<file path="src/rtl/usart_tx_arbiter_pkg.sv">
// rtl/usart_tx_arbiter_pkg.sv - shared types and helpers for the USART transmit arbiter
package usart_tx_arbiter_pkg;

  typedef enum logic [1:0] {
    IDLE = 2'd0,
    LOAD = 2'd1,
    BUSY = 2'd2
  } tx_arb_state_t;

  // One spare bit keeps the saturated count distinguishable from the abort threshold.
  function automatic int arb_cnt_width(input int timeout_cycles);
    return $clog2(timeout_cycles) + 1;
  endfunction

endpackage

</file>
<file path="src/rtl/usart_rr_picker.sv">
// rtl/usart_rr_picker.sv - combinational round-robin search over a request vector
module usart_rr_picker
  import usart_tx_arbiter_pkg::*;
#(
  parameter int NUM_REQ = 3,
  parameter int IDW     = $clog2(NUM_REQ)
) (
  input  logic [NUM_REQ-1:0] req,
  input  logic [IDW-1:0]     last_grant,
  output logic               found,
  output logic [IDW-1:0]     index
);

  logic [IDW-1:0] pos;

  // Offset 1 first and offset NUM_REQ last, so the previous winner is checked last.
  always_comb begin
    found = 1'b0;
    index = '0;
    pos   = '0;
    for (int k = 1; k <= NUM_REQ; k++) begin
      pos = IDW'((int'(last_grant) + k) % NUM_REQ);
      if (!found && req[pos]) begin
        found = 1'b1;
        index = pos;
      end
    end
  end

endmodule

</file>
<file path="src/rtl/usart_tx_arbiter.sv">
// rtl/usart_tx_arbiter.sv - round-robin arbiter sharing one USART transmitter among producers
module usart_tx_arbiter
  import usart_tx_arbiter_pkg::*;
#(
  parameter int NUM_REQ        = 3,
  parameter int MSG_LENGTH     = 48,
  parameter int TIMEOUT_CYCLES = 1024
) (
  input  logic                          clk,
  input  logic                          rsnt,
  input  logic [NUM_REQ-1:0]            req_valid,
  input  logic [NUM_REQ*MSG_LENGTH-1:0] req_data,
  output logic [NUM_REQ-1:0]            req_ready,
  output logic [NUM_REQ-1:0]            req_done,
  output logic [MSG_LENGTH-1:0]         tx_data,
  output logic                          tx_valid,
  input  logic                          tx_ready,
  output logic [$clog2(NUM_REQ)-1:0]    grant_id,
  output logic                          busy,
  output logic                          timeout_err
);

  localparam int              IDW       = $clog2(NUM_REQ);
  localparam int              CW        = arb_cnt_width(TIMEOUT_CYCLES);
  localparam logic [CW-1:0]   CNT_LAST  = CW'(TIMEOUT_CYCLES - 1);
  localparam logic [IDW-1:0]  LAST_INIT = IDW'(NUM_REQ - 1);

  tx_arb_state_t         state_q, state_d;
  logic [CW-1:0]         cnt_q, cnt_d, cnt_inc;
  logic [IDW-1:0]        last_grant_q, last_grant_d;
  logic [IDW-1:0]        grant_id_q, grant_id_d;
  logic [MSG_LENGTH-1:0] tx_data_q, tx_data_d;
  logic                  tx_valid_q, tx_valid_d;
  logic [NUM_REQ-1:0]    req_ready_q, req_ready_d;
  logic [NUM_REQ-1:0]    req_done_q, req_done_d;
  logic                  timeout_err_q, timeout_err_d;

  logic                  pick_found;
  logic [IDW-1:0]        pick_idx;

  usart_rr_picker #(
    .NUM_REQ (NUM_REQ),
    .IDW     (IDW)
  ) u_picker (
    .req        (req_valid),
    .last_grant (last_grant_q),
    .found      (pick_found),
    .index      (pick_idx)
  );

  assign cnt_inc = (cnt_q == '1) ? cnt_q : cnt_q + CW'(1);

  always_comb begin
    state_d       = state_q;
    cnt_d         = cnt_q;
    last_grant_d  = last_grant_q;
    grant_id_d    = grant_id_q;
    tx_data_d     = tx_data_q;
    tx_valid_d    = tx_valid_q;
    req_ready_d   = '0;
    req_done_d    = '0;
    timeout_err_d = 1'b0;

    case (state_q)
      IDLE: begin
        if (pick_found && tx_ready) begin
          state_d    = LOAD;
          cnt_d      = '0;
          grant_id_d = pick_idx;
          tx_valid_d = 1'b1;
          for (int i = 0; i < NUM_REQ; i++) begin
            if (IDW'(i) == pick_idx) begin
              req_ready_d[i] = 1'b1;
              tx_data_d      = req_data[i*MSG_LENGTH +: MSG_LENGTH];
            end
          end
        end
      end
      LOAD: begin
        if (!tx_ready) begin
          state_d    = BUSY;
          cnt_d      = '0;
          tx_valid_d = 1'b0;
        end else if (cnt_q >= CNT_LAST) begin
          state_d       = IDLE;
          tx_valid_d    = 1'b0;
          timeout_err_d = 1'b1;
          last_grant_d  = grant_id_q;
        end else begin
          cnt_d = cnt_inc;
        end
      end
      BUSY: begin
        if (tx_ready) begin
          state_d                = IDLE;
          req_done_d[grant_id_q] = 1'b1;
          last_grant_d           = grant_id_q;
        end else if (cnt_q >= CNT_LAST) begin
          // Transmitter never came back: release the port, no completion reported.
          state_d       = IDLE;
          tx_valid_d    = 1'b0;
          timeout_err_d = 1'b1;
          last_grant_d  = grant_id_q;
        end else begin
          cnt_d = cnt_inc;
        end
      end
      default: begin
        state_d    = IDLE;
        tx_valid_d = 1'b0;
      end
    endcase
  end

  always_ff @(posedge clk) begin
    if (rsnt) begin
      state_q       <= IDLE;
      cnt_q         <= '0;
      last_grant_q  <= LAST_INIT;
      grant_id_q    <= '0;
      tx_data_q     <= '0;
      tx_valid_q    <= 1'b0;
      req_ready_q   <= '0;
      req_done_q    <= '0;
      timeout_err_q <= 1'b0;
    end else begin
      state_q       <= state_d;
      cnt_q         <= cnt_d;
      last_grant_q  <= last_grant_d;
      grant_id_q    <= grant_id_d;
      tx_data_q     <= tx_data_d;
      tx_valid_q    <= tx_valid_d;
      req_ready_q   <= req_ready_d;
      req_done_q    <= req_done_d;
      timeout_err_q <= timeout_err_d;
    end
  end

  assign req_ready   = req_ready_q;
  assign req_done    = req_done_q;
  assign tx_data     = tx_data_q;
  assign tx_valid    = tx_valid_q;
  assign grant_id    = grant_id_q;
  assign busy        = (state_q != IDLE);
  assign timeout_err = timeout_err_q;

endmodule

</file>
<file path="config.mk">
export PLATFORM = sky130hd
export DESIGN_NAME = usart_tx_arbiter
export DESIGN_NICKNAME = d
export VERILOG_FILES = /design/src/rtl/usart_tx_arbiter_pkg.sv /design/src/rtl/usart_rr_picker.sv /design/src/rtl/usart_tx_arbiter.sv
export SDC_FILE = /design/constraint.sdc
export NUM_CORES = 1
export LEC_CHECK = 0
export ABC_AREA = 0
export CAP_MARGIN = 20
export CORE_ASPECT_RATIO = 0.75
export CORE_MARGIN = 4
export CORE_UTILIZATION = 30
export CTS_CLUSTER_SIZE = 8
export DETAILED_ROUTE_END_ITERATION = 12
export PLACE_DENSITY = 0.69
export SYNTH_ARGS = -nofsm -noshare
export SYNTH_HDL_FRONTEND = slang
export SYNTH_SLANG_ARGS = --single-unit
</file>
<file path="constraint.sdc">
create_clock -name clk -period 2.9 [get_ports clk]
set_clock_uncertainty 0.2 [all_clocks]
set_input_delay 0.435 -clock clk [delete_from_list [all_inputs] [get_ports clk]]
set_output_delay 0.435 -clock clk [all_outputs]
set_load 0.1 [all_outputs]
</file>
* Word-level counts from Yosys, hierarchy flattened
Cells that the tools add are included.
** Word-level totals
- Output and inout bits :: 59
- Input port bits :: 150
- Register bits :: 73
** Cells by class
- Div/mod/pow operators :: 3
- Magnitude comparators :: 6
- Equality and inequality tests :: 8
- $add $sub $neg :: 4
- Bitwise operators :: 4
- Reduce and logical (&&, ||, !) cells :: 19
- Multiplexer cells :: 44
** Operators with widths (count)
- 48-bit 2-to-1 mux :: 3
- 32-bit by 3-bit remainder unit with 32-bit output, second input constant :: 3
- 11-bit 2-to-1 mux :: 5
- 11-bit case mux with 3 select lines :: 1
- 2-bit 2-to-1 mux :: 10
- 1-bit 2-to-1 mux :: 17
- 2-bit by 3-bit < comparator with 1-bit output, second input constant :: 4
- 11-bit by 1-bit adder with 11-bit output, second input constant :: 1
- 11-bit == test, second input constant :: 1
- 11-bit by 10-bit >= comparator with 1-bit output, second input constant :: 1
- 2-bit by 2-bit adder with 3-bit output, second input constant :: 2
- 1-bit binary-select mux with 2-bit select :: 3
- 2-bit != test, second input constant :: 3
- 2-bit case mux with 3 select lines :: 1
- 2-bit AND reduction :: 3
- 3-bit AND reduction :: 2
- 3-bit nonzero test :: 2
- 3-bit OR reduction :: 2
- 1-bit logical AND :: 4
- 2-bit logical NOT :: 2
- 1-bit inverter :: 4
- 2-bit case mux with 2 select lines :: 1
- 2-bit nonzero test :: 2
- 2-bit by 1-bit adder with 3-bit output, second input constant :: 1
- other kinds (9) :: 10

* Longest topological paths before layout
- Word-level depth :: 15
- Mapped depth :: 10
- Depth with buffers taken out :: 7

* Hierarchy
Synthesis repeated with hierarchy kept, for this count alone.
** Second synthesis, totals
- Cell total of the unflattened synthesis :: 516
- Area, all modules :: 4332.9 µm²
** By module, submodules not included
- usart_tx_arbiter :: area each 4201.5 µm², cells each 496, sequential area each 1461.4 µm², instances 1
- usart_rr_picker :: area each 131.4 µm², cells each 20, sequential area each 0.0 µm², instances 1

* Worst setup path before layout
Ideal clock, no wire load.
- Path kind :: flip-flop to flip-flop
- Start point :: reg state_q[0]
- End point :: reg cnt_q[7]
- Period minus slack after synthesis :: 2.535 ns
- Arrival :: 2.266 ns
- Path buffers :: 1
- Stages on the path, launching flop included :: 8
- Slack :: 0.365 ns
- Cell sequence :: dfxtp_1 -> inv_1 -> ha_1 -> inv_1 -> a221oi_2 -> buf_4 -> or4_1 -> a21oi_1
** Between the ends
- Cells in the longest elaborated chain, start to end :: 3
- Elaborated cells between the ends (all ways) :: 8
- Classes of those cells :: 4 x eq/ne; 1 x mux; 3 x reduce/logical
** Ends and longest elaborated chain
- from (decl) :: RTL line usart_tx_arbiter.sv:28 : tx_arb_state_t state_q, state_d;
- from (signal assigned) :: RTL line usart_tx_arbiter.sv:127 : state_q <= state_d;
- 2-bit == test (tied with other cells) :: RTL line usart_tx_arbiter.sv:64 : case (state_q)
- 2-bit != test (no source line) / 3-bit nonzero test (equally long branches)
- 3-bit AND reduction (no source line)
- to (signal assigned) :: RTL line usart_tx_arbiter.sv:128 : cnt_q <= cnt_d;
- to (decl) :: RTL line usart_tx_arbiter.sv:29 : logic [CW-1:0] cnt_q, cnt_d, cnt_inc;
Parallel ways exist; a longest one is shown, timed or not.
A chain may end at the register's enable or synchronous reset.

* Worst setup path after layout
- Start point :: reg last_grant_q[0]
- End point :: reg tx_data_q[41], in the netlist tx_data[41]
** Between the ends
- Cells in the longest elaborated chain, start to end :: 14
- Elaborated cells between the ends (all ways) :: 30
- Classes of those cells :: 3 x add/sub; 3 x div; 2 x eq/ne; 14 x mux; 8 x reduce/logical
** Ends and longest elaborated chain
- from (decl) :: RTL line usart_tx_arbiter.sv:30 : logic [IDW-1:0] last_grant_q, last_grant_d;
- from (signal assigned) :: RTL line usart_tx_arbiter.sv:129 : last_grant_q <= last_grant_d;
- 2-bit by 1-bit adder with 3-bit output :: RTL line usart_rr_picker.sv:22 : pos = IDW'((int'(last_grant) + k) % NUM_REQ);
- 32-bit by 3-bit remainder unit with 32-bit output :: RTL line usart_rr_picker.sv:22
- 1-bit binary-select mux with 2-bit select :: RTL line usart_rr_picker.sv:23 : if (!found && req[pos]) begin
- 1-bit 2-to-1 mux (implied by the code) :: RTL line usart_rr_picker.sv:23
- 1-bit 2-to-1 mux :: RTL line usart_rr_picker.sv:23
- 1-bit logical NOT :: RTL line usart_rr_picker.sv:23
- 1-bit logical AND :: RTL line usart_rr_picker.sv:23
- 1-bit 2-to-1 mux :: RTL line usart_rr_picker.sv:23
- 1-bit logical NOT :: RTL line usart_rr_picker.sv:23
- 1-bit logical AND :: RTL line usart_rr_picker.sv:23
- 2-bit 2-to-1 mux :: RTL line usart_rr_picker.sv:23
- 1-bit by 2-bit == test with 1-bit output (tied with other cells) :: RTL line usart_tx_arbiter.sv:72 : if (IDW'(i) == pick_idx) begin
- 3-bit nonzero test (no source line) / 48-bit 2-to-1 mux (equally long branches)
- 3-bit AND reduction (no source line) / 48-bit 2-to-1 mux (equally long branches)
- to (signal assigned) :: RTL line usart_tx_arbiter.sv:131 : tx_data_q <= tx_data_d;
- to (decl) :: RTL line usart_tx_arbiter.sv:32 : logic [MSG_LENGTH-1:0] tx_data_q, tx_data_d;
Parallel ways exist; a longest one is shown, timed or not. The select of a mux whose other input is x is not followed.

==> results.yml <==
run_status:
  status: "finished clean"
clock_network:
  numCtsBuffers: 9
  clock-sinks: 73
  cts-root-buf: "clkbuf_16"
  clk_pin_slew_ps: 60
  cts_resized: 1
  clk_path_buf_depth: 2
  htreeDepth: 3
  cts_hold_buf: 0
  worstSkewPairLatency_ps: 320
  cts_tree: "done"
  cts_setup_buffers: 0
logic_synthesis:
  syn_nets: 661
  yosys-top-cells-area: "dfxtp_1, nand3_1, a32o_1"
  avgSynthCellArea_um2: 8.17
  synth_common_cells: "nand3_1, dfxtp_1, o21ai_0"
  yosysTopAreaCell: "dfxtp_1"
  async_flop_share_pct: 0
  synth-seq-cells: 73
  synth-edff-count: 0
  seq_area_frac_synth_pct: 35.5
  synth_ff_type: "dfxtp_1"
  yosysTopAreaCellShare_pct: 35.5
  synthCells: 503
  netlist_area_um2: 4110
  yosysMostFrequentCell: "nand3_1"
  ys_warn_count: 0
  synth_cell_types: 49
worst_hold_path:
  holdPathEnd: "cnt_q[9]$_SDFFE_PP0P_"
  hp-class: "reg2reg"
  worst_hold_path.num_cells: 2
  holdCritStartpoint: "cnt_q[9]$_SDFFE_PP0P_"
setup_path:
  crit_top_cell: "a22o_1"
  setup.worst_path.end_class: "register"
  critical_path_class: "reg2reg"
  crit_arrival_ps: 2670
  crit_chain: "inv_1 > ha_1 > a22o_1 > a211o_1 > a22o_1 > a21oi_4 > buf_12 > a32o_1"
  crit_path_max_incr_delay_ps: 390
  cp_top_family: "compound AO/OA/AOI/OAI gates"
  cp.buffers_inverters: 2
  timing.rr.start: "last_grant_q[0]$_SDFFE_PP0P_"
  reg2reg_slack_ps: 290
  crit_fanout: 48
  cp-start-kind: "register"
  reg2reg_depth: 8
  reg2reg_to: "tx_data[41]$_SDFFE_PP0P_"
  worstPathRequired_ps: 2960
  cp_slowest_cell: "dfxtp_1"
power_and_ir_drop:
  p_switching_uw: 1440
  p_sw_share_pct: 40.2
  power.density_nw_per_um2: 552
  p_int_uw: 2140
  p_comb_share_pct: 40.2
  p_seq_share_pct: 32.2
  leakagePower_uw: 0.00242
  power.total_uw: 3580
  clkPwrFrac_pct: 27.6
  ir_drop_mv: 0.296
sta:
  rsz0062_at_grt: "false"
  hold_viol: 0
  timing.final.crit_share_pct: 90.1
  finalSetupViolations: 0
  final_max_slew_viol_count: 0
  slew_headroom_pct: 31.1
  fin_crit_ps: 2610
  tightest_slew_ps: 1030
  fin_ws_ps: 287
  fmax_mhz: 383
detailed_routing:
  vias: 4782
  wirelength_mm: 16.3
  drt_iter0_drc: 323
  viasPerCell: 5.57
  wl_per_cell_um: 18.9
  drc: 0
  drtPass1Iterations: 4
  antenna_left: 0
global_route:
  antenna_found_initial: 0
  grt_pass1_wl_mm: 24.7
  gr-usage-all-layers_pct: 19.8
  grt_overflow_total: 0
  grt_max_degree: 59
  grt_pass1_vias: 4916
floorplanning:
  die_w_um: 143
  core_um2: 13200
  rows: 36
  initial_utilization_pct: 31.2
  die_h_um: 109
  io_pins: 209
  die_area_um2: 15700
place:
  place_area_um2: 6230
  hpwl_mm: 11.3
  gp_congestion: 0.818
  portBuffers: 208
  place_ws_ps: -0.197
layout:
  final_core_util_pct: 49.2
  fillers: 1244
  drive_gt1_share_pct: 20.4
  fin_nets: 843
  final_area_um2: 6490
  diodes: 0
  area_delta_synth_final_pct: 57.9
job:
  maxCapViolCount: 0
[routing by layer]
layer	up-vias	GRT usage, %	wire, um
li1	2263	-	-
met1	2275	25.2	6850
met2	222	33.0	7720
met3	22	4.87	1410
met4	0	6.65	285
met5	-	0	0
[how the worst max path moves through the flow]
| stage | from | to | slack (ps) | cells past startpoint |
|---|---|---|---|---|
| final | last_grant_q[0]$_SDFFE_PP0P_ | tx_data[41]$_SDFFE_PP0P_ | 290 | 8 |
| after global placement | req_valid[0] | tx_data[9]$_SDFFE_PP0P_ | 70 | 6 |
| after detailed placement | req_valid[0] | tx_data[14]$_SDFFE_PP0P_ | -0.2 | 6 |
| after CTS | last_grant_q[0]$_SDFFE_PP0P_ | tx_data[41]$_SDFFE_PP0P_ | 320 | 8 |
| after floorplan | state_q[0]$_SDFFE_PP0P_ | cnt_q[7]$_SDFFE_PP0P_ | 360 | 7 |
| after global routing | last_grant_q[0]$_SDFFE_PP0P_ | tx_data[36]$_SDFFE_PP0P_ | 150 | 7 |
[power groups by stage]
stage	clock (uW)	combinational, uW	sequential (uW)
after floorplan	0	365	1780
after global placement	0	1430	1170
after detailed placement	0	1440	1180
after CTS	1030	1450	1150
after global routing	1060	1510	1160
final	990	1440	1150
[worst register-to-register path, cell delays in order (launching register included)]
cell     delay (ps)
dfxtp_1         390
inv_1            60
ha_1            310
a22o_1          270
a211o_1         350
a22o_1          300
a21oi_4         190
buf_12          280
a32o_1          200
[cell families (layout without fill, tap and decap cells)]
family / Yosys count / in the layout / share of synthesized area [%]
multiplexers: 2 / 2 / 0.487
buffers and inverters: 59 / 243 / 6.30
flip-flops: 73 / 73 / 35.5
adder cells (fa/ha/maj): 8 / 8 / 2.43
AO/OA/AOI/OAI: 152 / 152 / 27.0
AND/OR/NAND/NOR: 209 / 209 / 28.2
[cells in the final DEF, fill, tap and decap left out, drive strengths merged, types with 2 or more instances in the layout]
| cell | n |
|---|---|
| nand2b | 3 |
| dfxtp | 73 |
| nor3 | 5 |
| and2 | 3 |
| or3 | 5 |
| and4 | 2 |
| clkdlybuf4s50 | 149 |
| clkbuf | 12 |
| nand2 | 12 |
| or2 | 49 |
| nand3 | 105 |
| mux2i | 2 |
| nor2 | 4 |
| a32o | 49 |
| inv | 11 |
| or4 | 6 |
| nand4 | 4 |
| nor2b | 2 |
| nor4 | 2 |
| o31ai | 5 |
| a22o | 2 |
| nor4b | 3 |
| ha | 8 |
| a21oi | 18 |
| buf | 70 |
| o21ai | 60 |
| a31oi | 4 |
| nor3b | 3 |
| a22oi | 2 |
[state kept, by name, indices dropped and copies added, names as in the netlist, 2 cells and up]
signal,count
tx_data,48
cnt_q,11
req_done,3
req_ready,3
grant_id,2
last_grant_q,2
state_q,2
[layout make-up]
cell class                      count  area, um2  share of cell area (%)
Sequential cell                    73       1460                    22.5
Tap cell                          171        214                    3.29
Clock inverter                      1       5.00                  0.0771
Inverter                           11       41.3                   0.636
Timing Repair Buffer              219       2080                    32.0
Clock buffer                       12        246                    3.80
Multi-Input combinational cell    371       2450                    37.7
[stage by stage]
step	instances	setup TNS, ps	hold WS (ps)
after floorplan	503	0	221
after global placement	845	0	231
after detailed placement	845	-0.197	243
after CTS	858	0	250
after global routing	858	0	275
final	858	0	248
Note: power is estimated with default switching activity, not from simulation.
==> RTL edit, RTL diff (same flow settings) <==
Set the parameter `TIMEOUT_CYCLES` to 2048 (it was 1024).
--- a/src/rtl/usart_tx_arbiter.sv
+++ b/src/rtl/usart_tx_arbiter.sv
@@ -5,5 +5,5 @@
   parameter int NUM_REQ        = 3,
   parameter int MSG_LENGTH     = 48,
-  parameter int TIMEOUT_CYCLES = 1024
+  parameter int TIMEOUT_CYCLES = 2048
 ) (
   input  logic                          clk,
Check against the original RTL: same outputs for any inputs over 4 cycles, from zero or initial values; that may be too few to reach the edited logic, so the function may still have changed.
==> RTL edit against the unedited design <==
Sequential cell count rose by 1. Setup slack got worse by 0.15 ns. Die area fell by 0.43%. Clock power rose by 6%. Cell area rose by 1.3%. Count of clock-buffer cells in the layout fell by 1. Critical path depth rose by 1. Wire length fell by 20%. Power fell by 7.5%. First-iteration DRC count fell by 32%. Synthesized area fell by 0.46%. Highest routed layer unchanged.
==> RTL edit: results <==
[status]
status = completed

[finish]
final_cells = 773
drive_gt1_share_pct = 24.25

[synth]
ys_types = 53
netlist_instances = 389
syn-num-nets = 547
netlist_top_cells_count = dfxtp_1 (74), and2_1 (52), a221o_1 (48), mux2_4 (40), nor2_1 (18)
synth-seq-area-share_pct = 36.20
ys_top_cells_by_area = dfxtp_1 (36%), mux2_4 (15%), a221o_1 (12%), and2_1 (7.9%), ha_1 (2.4%)

[detailed_routing]
drt-wirelength-per-cell_um = 16.76
drtIter0Drc = 220
vias = 3841
dr.pass1.iters = 4

[hold_path]
holdPathStages = 1

[critical_path]
path_max_fanout = 26
reg2regPathDepth = 9
cp_slowest_cell = ha_2
rrSetupSlack_ns = 0.14
cp.arrival_ns = 2.77

[placed_design]
pre_cts_ws_ns = 0.04277
hpwl_um = 9786
place_area_sq_um = 6299
placedCellCount = 758
finalWeightedCongestion = 0.8651

[grt]
grt_pass1_wl_um = 19690
grt_start_max_net_pins = 38
track_usage_pct = 15.81

[clock_tree]
clk_latency_ns = 0.33

[timing]
finalHoldWorstSlack_ns = 0.2914
worstMarginPinSlew_ns = 0.6100
fmax_mhz = 362.5

[power]
p_leak_nw = 2.715
power_switching_w = 0.001170

[die]
core_sq_um = 13150
RTL edit: worst register-to-register path, cell delays in order (launching register included):
cell and delay [ns]:
dfxtp_1 0.38, inv_1 0.06, ha_2 0.40, nand2b_4 0.16, a21boi_4 0.08, nor3_1 0.26
o21a_4 0.21, buf_12 0.21, mux2_1 0.35, a221o_1 0.33
RTL edit: final cells by class:
type / count / area [sq um]
Inverter: 8 / 30.03
Clock buffer: 11 / 252.7
Clock inverter: 4 / 27.53
Tap cell: 171 / 214.0
Timing Repair Buffer: 224 / 2130
Sequential cell: 74 / 1481
Multi-Input combinational cell: 281 / 2446
Fill cell: 1184 / 6571
RTL edit: cell families (layout without fill, tap and decap cells):
family | Yosys count | in the layout | share of synthesized area [%]
xor gates and xnor gates | 7 | 7 | 1.498
buffers and inverters | 34 | 247 | 4.586
AOI/OAI and AO/OA | 86 | 86 | 19.29
muxes | 52 | 52 | 17.85
DFF | 74 | 74 | 36.20
and+or+nand+nor | 128 | 128 | 18.13
adders and majority gates | 8 | 8 | 2.446
RTL edit: power by group through the flow:
| stage | combinational [W] | sequential, W | clock, W |
|---|---|---|---|
| 3_5_place_dp | 0.00114 | 0.00115 | 0 |
| 3_3_place_gp | 0.00113 | 0.00115 | 0 |
| 4_1_cts | 0.00114 | 0.00113 | 0.00110 |
| 5_1_grt | 0.00118 | 0.00114 | 0.00112 |
| 6_report | 0.00114 | 0.00113 | 0.00105 |
| 2_1_floorplan | 0.000285 | 0.00161 | 0 |
RTL edit: path summary, 6_finish.rpt:
path,from,endpoint
max reg2reg,last_grant_q[0]$_SDFFE_PP0P_,tx_data[3]$_SDFFE_PP0P_
min,tx_data[37]$_SDFFE_PP0P_,tx_data[37]$_SDFFE_PP0P_
min reg2reg,tx_data[37]$_SDFFE_PP0P_,tx_data[37]$_SDFFE_PP0P_
max,last_grant_q[0]$_SDFFE_PP0P_,tx_data[3]$_SDFFE_PP0P_
RTL edit: metal layers:
layer	vias to the layer above	wire length (um)	share of wire (%)	global-route usage (%)
met3	11	930	7.2	4.077
met5	-	0	0	0
met4	0	131	1.0	4.003
met1	1802	5651	44	19.03
met2	158	6243	48	28.15
li1	1870	-	-	-
RTL edit: repair_timing:
item | CTS | global route
endpoints found under the setup margin | 0 | 39
hold endpoints to repair | 0 | 0
gates resized for setup | 0 | 1
